<file path="src/rtl/ethernet_tx_frame_builder_if.sv">
// Stream bundle for the TX frame builder: raw frame bytes in, 9-bit shipper stream out,
// plus per-frame status pulses.
interface ethernet_tx_frame_builder_if;
   logic [7:0] in_data;
   logic       in_valid;
   logic       in_last;
   logic       in_ready;
   logic [8:0] out_data;
   logic       out_data_enable;
   logic       out_data_ready;
   logic       frame_done;
   logic       frame_truncated;

   modport slave (
      input  in_data, in_valid, in_last, out_data_ready,
      output in_ready, out_data, out_data_enable, frame_done, frame_truncated
   );

   modport master (
      output in_data, in_valid, in_last, out_data_ready,
      input  in_ready, out_data, out_data_enable, frame_done, frame_truncated
   );
endinterface

</file>
<file path="src/rtl/ethernet_tx_frame_builder.sv">
// Ethernet TX frame builder: pads short frames with 0x00, truncates long ones and (when
// ETHERNET_TX_FRAME_BUILDER_FCS_EN is defined) appends the CRC-32 FCS, LSB first.
module ethernet_tx_frame_builder #(
   parameter int unsigned MIN_FRAME_BYTES = 60,
   parameter int unsigned MAX_FRAME_BYTES = 1514
) (
   input logic                        clock,
   input logic                        reset,
   ethernet_tx_frame_builder_if.slave bus
);
   typedef enum logic [2:0] {StIdle, StPayload, StDiscard, StPad, StFcs} state_t;

   localparam logic [10:0] MinCount = 11'(MIN_FRAME_BYTES);
   localparam logic [10:0] MaxCount = 11'(MAX_FRAME_BYTES);

   // Where a frame goes once its data (payload + pad) is complete.
`ifdef ETHERNET_TX_FRAME_BUILDER_FCS_EN
   localparam state_t EndState = StFcs;
   localparam logic   EndLast  = 1'b0;
`else
   localparam state_t EndState = StIdle;
   localparam logic   EndLast  = 1'b1;
`endif

   state_t      state_q, state_d;
   logic [8:0]  out_data_q, out_data_d;
   logic        out_en_q, out_en_d;
   logic        out_last_q, out_last_d;
   logic [10:0] count_q, count_d;
   logic        done_q, done_d;
   logic        trunc_q, trunc_d;
   logic        can_load;
   logic        accept;
   logic [10:0] count_inc;

`ifdef ETHERNET_TX_FRAME_BUILDER_FCS_EN
   logic [31:0] crc_q, crc_d;
   logic [1:0]  fcs_idx_q, fcs_idx_d;
   logic [31:0] fcs_word;
   logic [7:0]  fcs_byte;

   function automatic logic [31:0] crc_byte(input logic [31:0] c, input logic [7:0] d);
      logic [31:0] r;
      r = c ^ {24'h0, d};
      for (int k = 0; k < 8; k++) begin
         r = r[0] ? ((r >> 1) ^ 32'hEDB88320) : (r >> 1);
      end
      return r;
   endfunction

   assign fcs_word = ~crc_q;
   assign fcs_byte = fcs_word[{fcs_idx_q, 3'b000} +: 8];
`endif

   // The output register can take a new byte whenever it is empty or draining this cycle.
   assign can_load  = !out_en_q || bus.out_data_ready;
   assign count_inc = (state_q == StIdle) ? 11'd1 : count_q + 11'd1;

   assign bus.in_ready = !reset && ((state_q == StDiscard) ||
                         (((state_q == StIdle) || (state_q == StPayload)) && can_load));
   assign accept       = bus.in_valid && bus.in_ready;

   assign bus.out_data        = out_data_q;
   assign bus.out_data_enable = out_en_q;
   assign bus.frame_done      = done_q;
   assign bus.frame_truncated = trunc_q;

   always_comb begin
      state_d    = state_q;
      out_data_d = out_data_q;
      out_en_d   = out_en_q && !bus.out_data_ready;
      out_last_d = out_last_q;
      count_d    = count_q;
      trunc_d    = 1'b0;
      done_d     = out_en_q && bus.out_data_ready && out_last_q;
`ifdef ETHERNET_TX_FRAME_BUILDER_FCS_EN
      crc_d      = crc_q;
      fcs_idx_d  = fcs_idx_q;
`endif
      unique case (state_q)
         StIdle, StPayload: begin
            if (accept) begin
               out_data_d = {state_q == StIdle, bus.in_data};
               out_en_d   = 1'b1;
               out_last_d = 1'b0;
               count_d    = count_inc;
`ifdef ETHERNET_TX_FRAME_BUILDER_FCS_EN
               crc_d      = crc_byte(crc_q, bus.in_data);
`endif
               if (bus.in_last) begin
                  if (count_inc < MinCount) begin
                     state_d = StPad;
                  end else begin
                     state_d    = EndState;
                     out_last_d = EndLast;
                  end
               end else if (count_inc == MaxCount) begin
                  // Treat this byte as the last one and swallow the rest of the input frame.
                  trunc_d    = 1'b1;
                  state_d    = StDiscard;
                  out_last_d = EndLast;
               end else begin
                  state_d = StPayload;
               end
            end
         end
         StDiscard: begin
            if (bus.in_valid && bus.in_last) begin
               state_d = (count_q < MinCount) ? StPad : EndState;
            end
         end
         StPad: begin
            if (can_load) begin
               out_data_d = 9'h000;
               out_en_d   = 1'b1;
               out_last_d = 1'b0;
               count_d    = count_inc;
`ifdef ETHERNET_TX_FRAME_BUILDER_FCS_EN
               crc_d      = crc_byte(crc_q, 8'h00);
`endif
               if (count_inc >= MinCount) begin
                  state_d    = EndState;
                  out_last_d = EndLast;
               end
            end
         end
`ifdef ETHERNET_TX_FRAME_BUILDER_FCS_EN
         StFcs: begin
            if (can_load) begin
               out_data_d = {1'b0, fcs_byte};
               out_en_d   = 1'b1;
               out_last_d = (fcs_idx_q == 2'd3);
               fcs_idx_d  = fcs_idx_q + 2'd1;
               if (fcs_idx_q == 2'd3) begin
                  state_d = StIdle;
                  crc_d   = 32'hFFFF_FFFF;
               end
            end
         end
`endif
         default: state_d = StIdle;
      endcase
   end

   always_ff @(posedge clock or posedge reset) begin
      if (reset) begin
         state_q    <= StIdle;
         out_data_q <= '0;
         out_en_q   <= 1'b0;
         out_last_q <= 1'b0;
         count_q    <= '0;
         done_q     <= 1'b0;
         trunc_q    <= 1'b0;
`ifdef ETHERNET_TX_FRAME_BUILDER_FCS_EN
         crc_q      <= 32'hFFFF_FFFF;
         fcs_idx_q  <= '0;
`endif
      end else begin
         state_q    <= state_d;
         out_data_q <= out_data_d;
         out_en_q   <= out_en_d;
         out_last_q <= out_last_d;
         count_q    <= count_d;
         done_q     <= done_d;
         trunc_q    <= trunc_d;
`ifdef ETHERNET_TX_FRAME_BUILDER_FCS_EN
         crc_q      <= crc_d;
         fcs_idx_q  <= fcs_idx_d;
`endif
      end
   end
endmodule

</file>
<file path="src/flat_wrapper.sv">
// flat-port wrapper written by rule: the top's interface ports become plain ports
module ethernet_tx_frame_builder_flat 
#(
   parameter int unsigned MIN_FRAME_BYTES = 60,
   parameter int unsigned MAX_FRAME_BYTES = 1514
)
  (clock, reset, bus_in_data, bus_in_valid, bus_in_last, bus_out_data_ready, bus_in_ready, bus_out_data, bus_out_data_enable, bus_frame_done, bus_frame_truncated);
  ethernet_tx_frame_builder_if bus_i ();
  input logic clock;
  input logic reset;
  input wire logic [$bits(bus_i.in_data)-1:0] bus_in_data;
  input wire logic [$bits(bus_i.in_valid)-1:0] bus_in_valid;
  input wire logic [$bits(bus_i.in_last)-1:0] bus_in_last;
  input wire logic [$bits(bus_i.out_data_ready)-1:0] bus_out_data_ready;
  output wire logic [$bits(bus_i.in_ready)-1:0] bus_in_ready;
  output wire logic [$bits(bus_i.out_data)-1:0] bus_out_data;
  output wire logic [$bits(bus_i.out_data_enable)-1:0] bus_out_data_enable;
  output wire logic [$bits(bus_i.frame_done)-1:0] bus_frame_done;
  output wire logic [$bits(bus_i.frame_truncated)-1:0] bus_frame_truncated;
  assign bus_i.in_data = bus_in_data;
  assign bus_i.in_valid = bus_in_valid;
  assign bus_i.in_last = bus_in_last;
  assign bus_i.out_data_ready = bus_out_data_ready;
  assign bus_in_ready = bus_i.in_ready;
  assign bus_out_data = bus_i.out_data;
  assign bus_out_data_enable = bus_i.out_data_enable;
  assign bus_frame_done = bus_i.frame_done;
  assign bus_frame_truncated = bus_i.frame_truncated;
  ethernet_tx_frame_builder #(.MIN_FRAME_BYTES(MIN_FRAME_BYTES), .MAX_FRAME_BYTES(MAX_FRAME_BYTES)) u_core (.clock(clock), .reset(reset), .bus(bus_i));
endmodule
</file>
<file path="config.mk">
export PLATFORM = sky130hd
export DESIGN_NAME = ethernet_tx_frame_builder_flat
export DESIGN_NICKNAME = d
export VERILOG_FILES = /design/src/rtl/ethernet_tx_frame_builder_if.sv /design/src/rtl/ethernet_tx_frame_builder.sv /design/src/flat_wrapper.sv
export SDC_FILE = /design/constraint.sdc
export NUM_CORES = 1
export LEC_CHECK = 0
export ABC_CLOCK_PERIOD_IN_PS = 2400
export BUFFER_PORTS_ARGS = -buffer_cell sky130_fd_sc_hd__buf_2
export CORE_ASPECT_RATIO = 1.4
export CORE_UTILIZATION = 30
export DETAILED_ROUTE_END_ITERATION = 10
export PLACE_DENSITY = 0.55
export SLEW_MARGIN = 10
export SYNTH_ARGS = -nofsm -noshare
export SYNTH_HDL_FRONTEND = slang
export SYNTH_SLANG_ARGS = --single-unit
</file>
<file path="constraint.sdc">
create_clock -name clock -period 2.4 [get_ports clock]
set_clock_uncertainty 0.1 [all_clocks]
set_input_delay 0.12 -clock clock [delete_from_list [all_inputs] [get_ports clock]]
set_output_delay 0.12 -clock clock [all_outputs]
set_load 0.005 [all_outputs]
</file>
==> results.md <==
* # IOs at 26
* CTS buffer count at 3
* 1st-pass router iterations at 5
* Dominant synthesized flop cell: dfrtp_1
* CP max FO at 4
* Post-placement cell area at ~0.0017 mm^2
* DRC at 0
* Row Count at 29
* DR iter-0 viols at a little under 80
* Status: finished clean
* Slew HR at about 62%
* DP HPWL at roughly 2800 um
* Startpoint types: flip-flop
* Worst Setup SP: u_core.count_q[1]
* Final WL at ~4000 um
* Worst vdd ir at about 300 uV
* Post-synth EDFFs at 0
* Slew Viols, Final at 0
* Most frequent cell after synthesis: dfrtp_1
* Syn-to-layout area delta at 30.9%
* Setup TNS at 0 ns
* RSZ-0062 raised after global routing: no
* Placer Congestion at between 0.9 and 1
* Clock transition at path regs at around 0.10 ns
* Pre-CTS WS at between 0.1 and 0.15 ns
* Final Hold Vio Count at 0
* Pwr/cell area at approximately 1000 mW/mm^2
* Fraction of registers with async set/reset at between 90% and 100%
* Synth top area cells: dfrtp_1 45%, o21ai_0 5.9%, a22o_1 5.4%
* Final Non-Filler Cells at 265
* Syn Area/Cell at just over 9 um^2
* Largest net degree at the start of global routing at 28
* Gate Count Post-Synth at around 160
* Die width at approximately 60 um
* Starting Density at 31.7%
* CTS tree: built
* Vias/cell at 5.44
* Sequential share of the synthesized area at between 40 and 50%
* Crit Reg-Reg Startpoint: u_core.count_q[1]
* Clock tree sinks at 26
* Lkg Pwr at 0.838 nW
* Slack of the critical path at approximately 0.11 ns
* Arr. time, crit path at 2.40 ns
* Critical Path Sink Type: flip-flop
* Design area at 0.00190 mm^2
* Mapped Area at between 0.001 and 0.0015 mm^2
* Clock latency on the worst-skew pair at around 0.28 ns
* Final Core Density at roughly 41%
* HP Class: input pin to flip-flop
* Fillers at around 460
* Setup CP Type: flip-flop to flip-flop
* Via count at roughly 1,400
* Area leader, netlist: dfrtp_1
* Global-route wire length before repair at 6400 um
* Hold path start: bus_out_data_ready
* Tmin final at ~2.3 ns
* Layout cell share with drive strength beyond 1 at between 20% and 30%
* Routed Antenna Nets at 0
* CTS root buf: clkbuf_8
* Part of the cycle the worst path needs at 95.4%
* Final #Nets at approximately 220
* # setup viols final at 0
* Core area at ~0.0046 mm^2
* Clock Tree Buf Depth at 2
* GRT Util Overall at 16.6%
* Vias in the first global route at approximately 1,400
* Die Footprint at 0.00512 mm^2
* Grt ovf at 0
* Post-CTS Resized at 0
* Critical Path RT at about 2.5 ns
* WL/cell at roughly 15 um
* Post-synthesis cell type count at 39
* Seq cells post-synth at 26
* MaxCap Viol Count at 0
* Initial antenna violation count at 0
* Post-synthesis net count at roughly 170
* Post-synth top area share at around 45%
* Die Y at around 84 um
* Max Clock Freq at about 440 MHz
* Worst-Margin Slew at roughly 0.56 ns
* H-tree Lvls at 1
* Antenna Diode Count at 0
* Placed cell count at between 200 and 250
* Top cells by count, synth: 26 x dfrtp_1, 17 x o21ai_0, 13 x nand2_1
* Syn. warnings at 0
* I/O Buffers at 25
worst paths after layout:
path / to / slack, ns / cells past startpoint
worst max-delay path: u_core.state_q[1] / 0.11 / 6
worst min-delay path: u_core.bus.frame_done / 0.007 / 2
worst max register to register: u_core.state_q[1] / 0.11 / 6
worst min register to register: u_core.bus.out_data[0] / 0.40 / 1
max in group asynchronous: u_core.count_q[3] / 1.54 / 4
min in group asynchronous: u_core.out_last_q / 0.40 / 4
sequential cells by signal, summed over array words and instances, names as in the netlist:
signal,cells
u_core.bus.frame_done,1
u_core.bus.frame_truncated,1
u_core.bus.out_data,9
u_core.bus.out_data_enable,1
u_core.count_q,11
u_core.out_last_q,1
u_core.state_q,2
metrics by stage:
step,hold slack (ns),total power [mW]
after CTS,0.00459,1.86
after global placement,0.160,1.44
after floorplan,0.0772,1.16
after detailed placement,0.184,1.46
after global routing,0.0113,2.01
final,0.00736,1.87
area by class of cell:
class | count | area [um^2] | share of cell area, %
multi-input cells | 119 | 741 | 39.1
flip-flops and latches | 26 | 651 | 34.3
repair buffers | 51 | 345 | 18.2
well taps | 62 | 77.6 | 4.09
clock buffers | 3 | 41.3 | 2.18
clock inverters | 1 | 30.0 | 1.58
inverters | 3 | 11.3 | 0.594
worst max-delay path: stages (launching register included):
cell	delay, ns
dfrtp_1	0.42
ha_1	0.28
nand2_1	0.06
or4_1	0.50
or4_4	0.55
nand2b_1	0.16
a31oi_1	0.15
timing repair:
action | in CTS | in global routing
hold endpoints to repair | 35 | 0
endpoints found under the setup margin | 0 | 2
buffers inserted | 0 | 2
hold buffers | 10 | 0
metal layers:
layer | vias up | global-route usage [%] | routed length [um]
met5 | - | 0 | 0
met4 | 0 | 7.23 | 96
met3 | 9 | 2.31 | 172
met2 | 65 | 30.0 | 2140
met1 | 686 | 18.6 | 1540
li1 | 681 | - | -
kinds of logic after synthesis:
kind of cell | count (synthesis) | share of synthesized area, %
AO/OA/AOI/OAI | 54 | 24.5
AND/OR/NAND/NOR | 60 | 23.1
adder cells (fa/ha/maj) | 1 | 0.863
multiplexers | 1 | 0.777
buffers and inverters | 14 | 3.97
XOR/XNOR | 3 | 1.81
flip-flops | 26 | 44.9
where the power goes:
part / total, mW / internal [mW] / switching (mW)
clock network: 0.376 / 0.224 / 0.152
logic: 0.830 / 0.368 / 0.462
registers: 0.661 / 0.573 / 0.0889
total: 1.87 / 1.16 / 0.703
layout by cell type, fill, tap and decap left out, drive strengths merged, types with 2 or more instances in the layout:
cell type and instances:
buf 41, dlygate4sd3 10, and3 3, or4 2, dfrtp 26, inv 3
a22o 9, nand2b 5, nand4 5, a21oi 7, o41ai 4, nand3 7
a31oi 7, nand2 13, clkbuf 3, nor2 11, o31ai 5, and2 3
nor4b 2, xnor2 2, nor3 3, o21ai 18
Note: power is estimated with default switching activity, not from simulation.
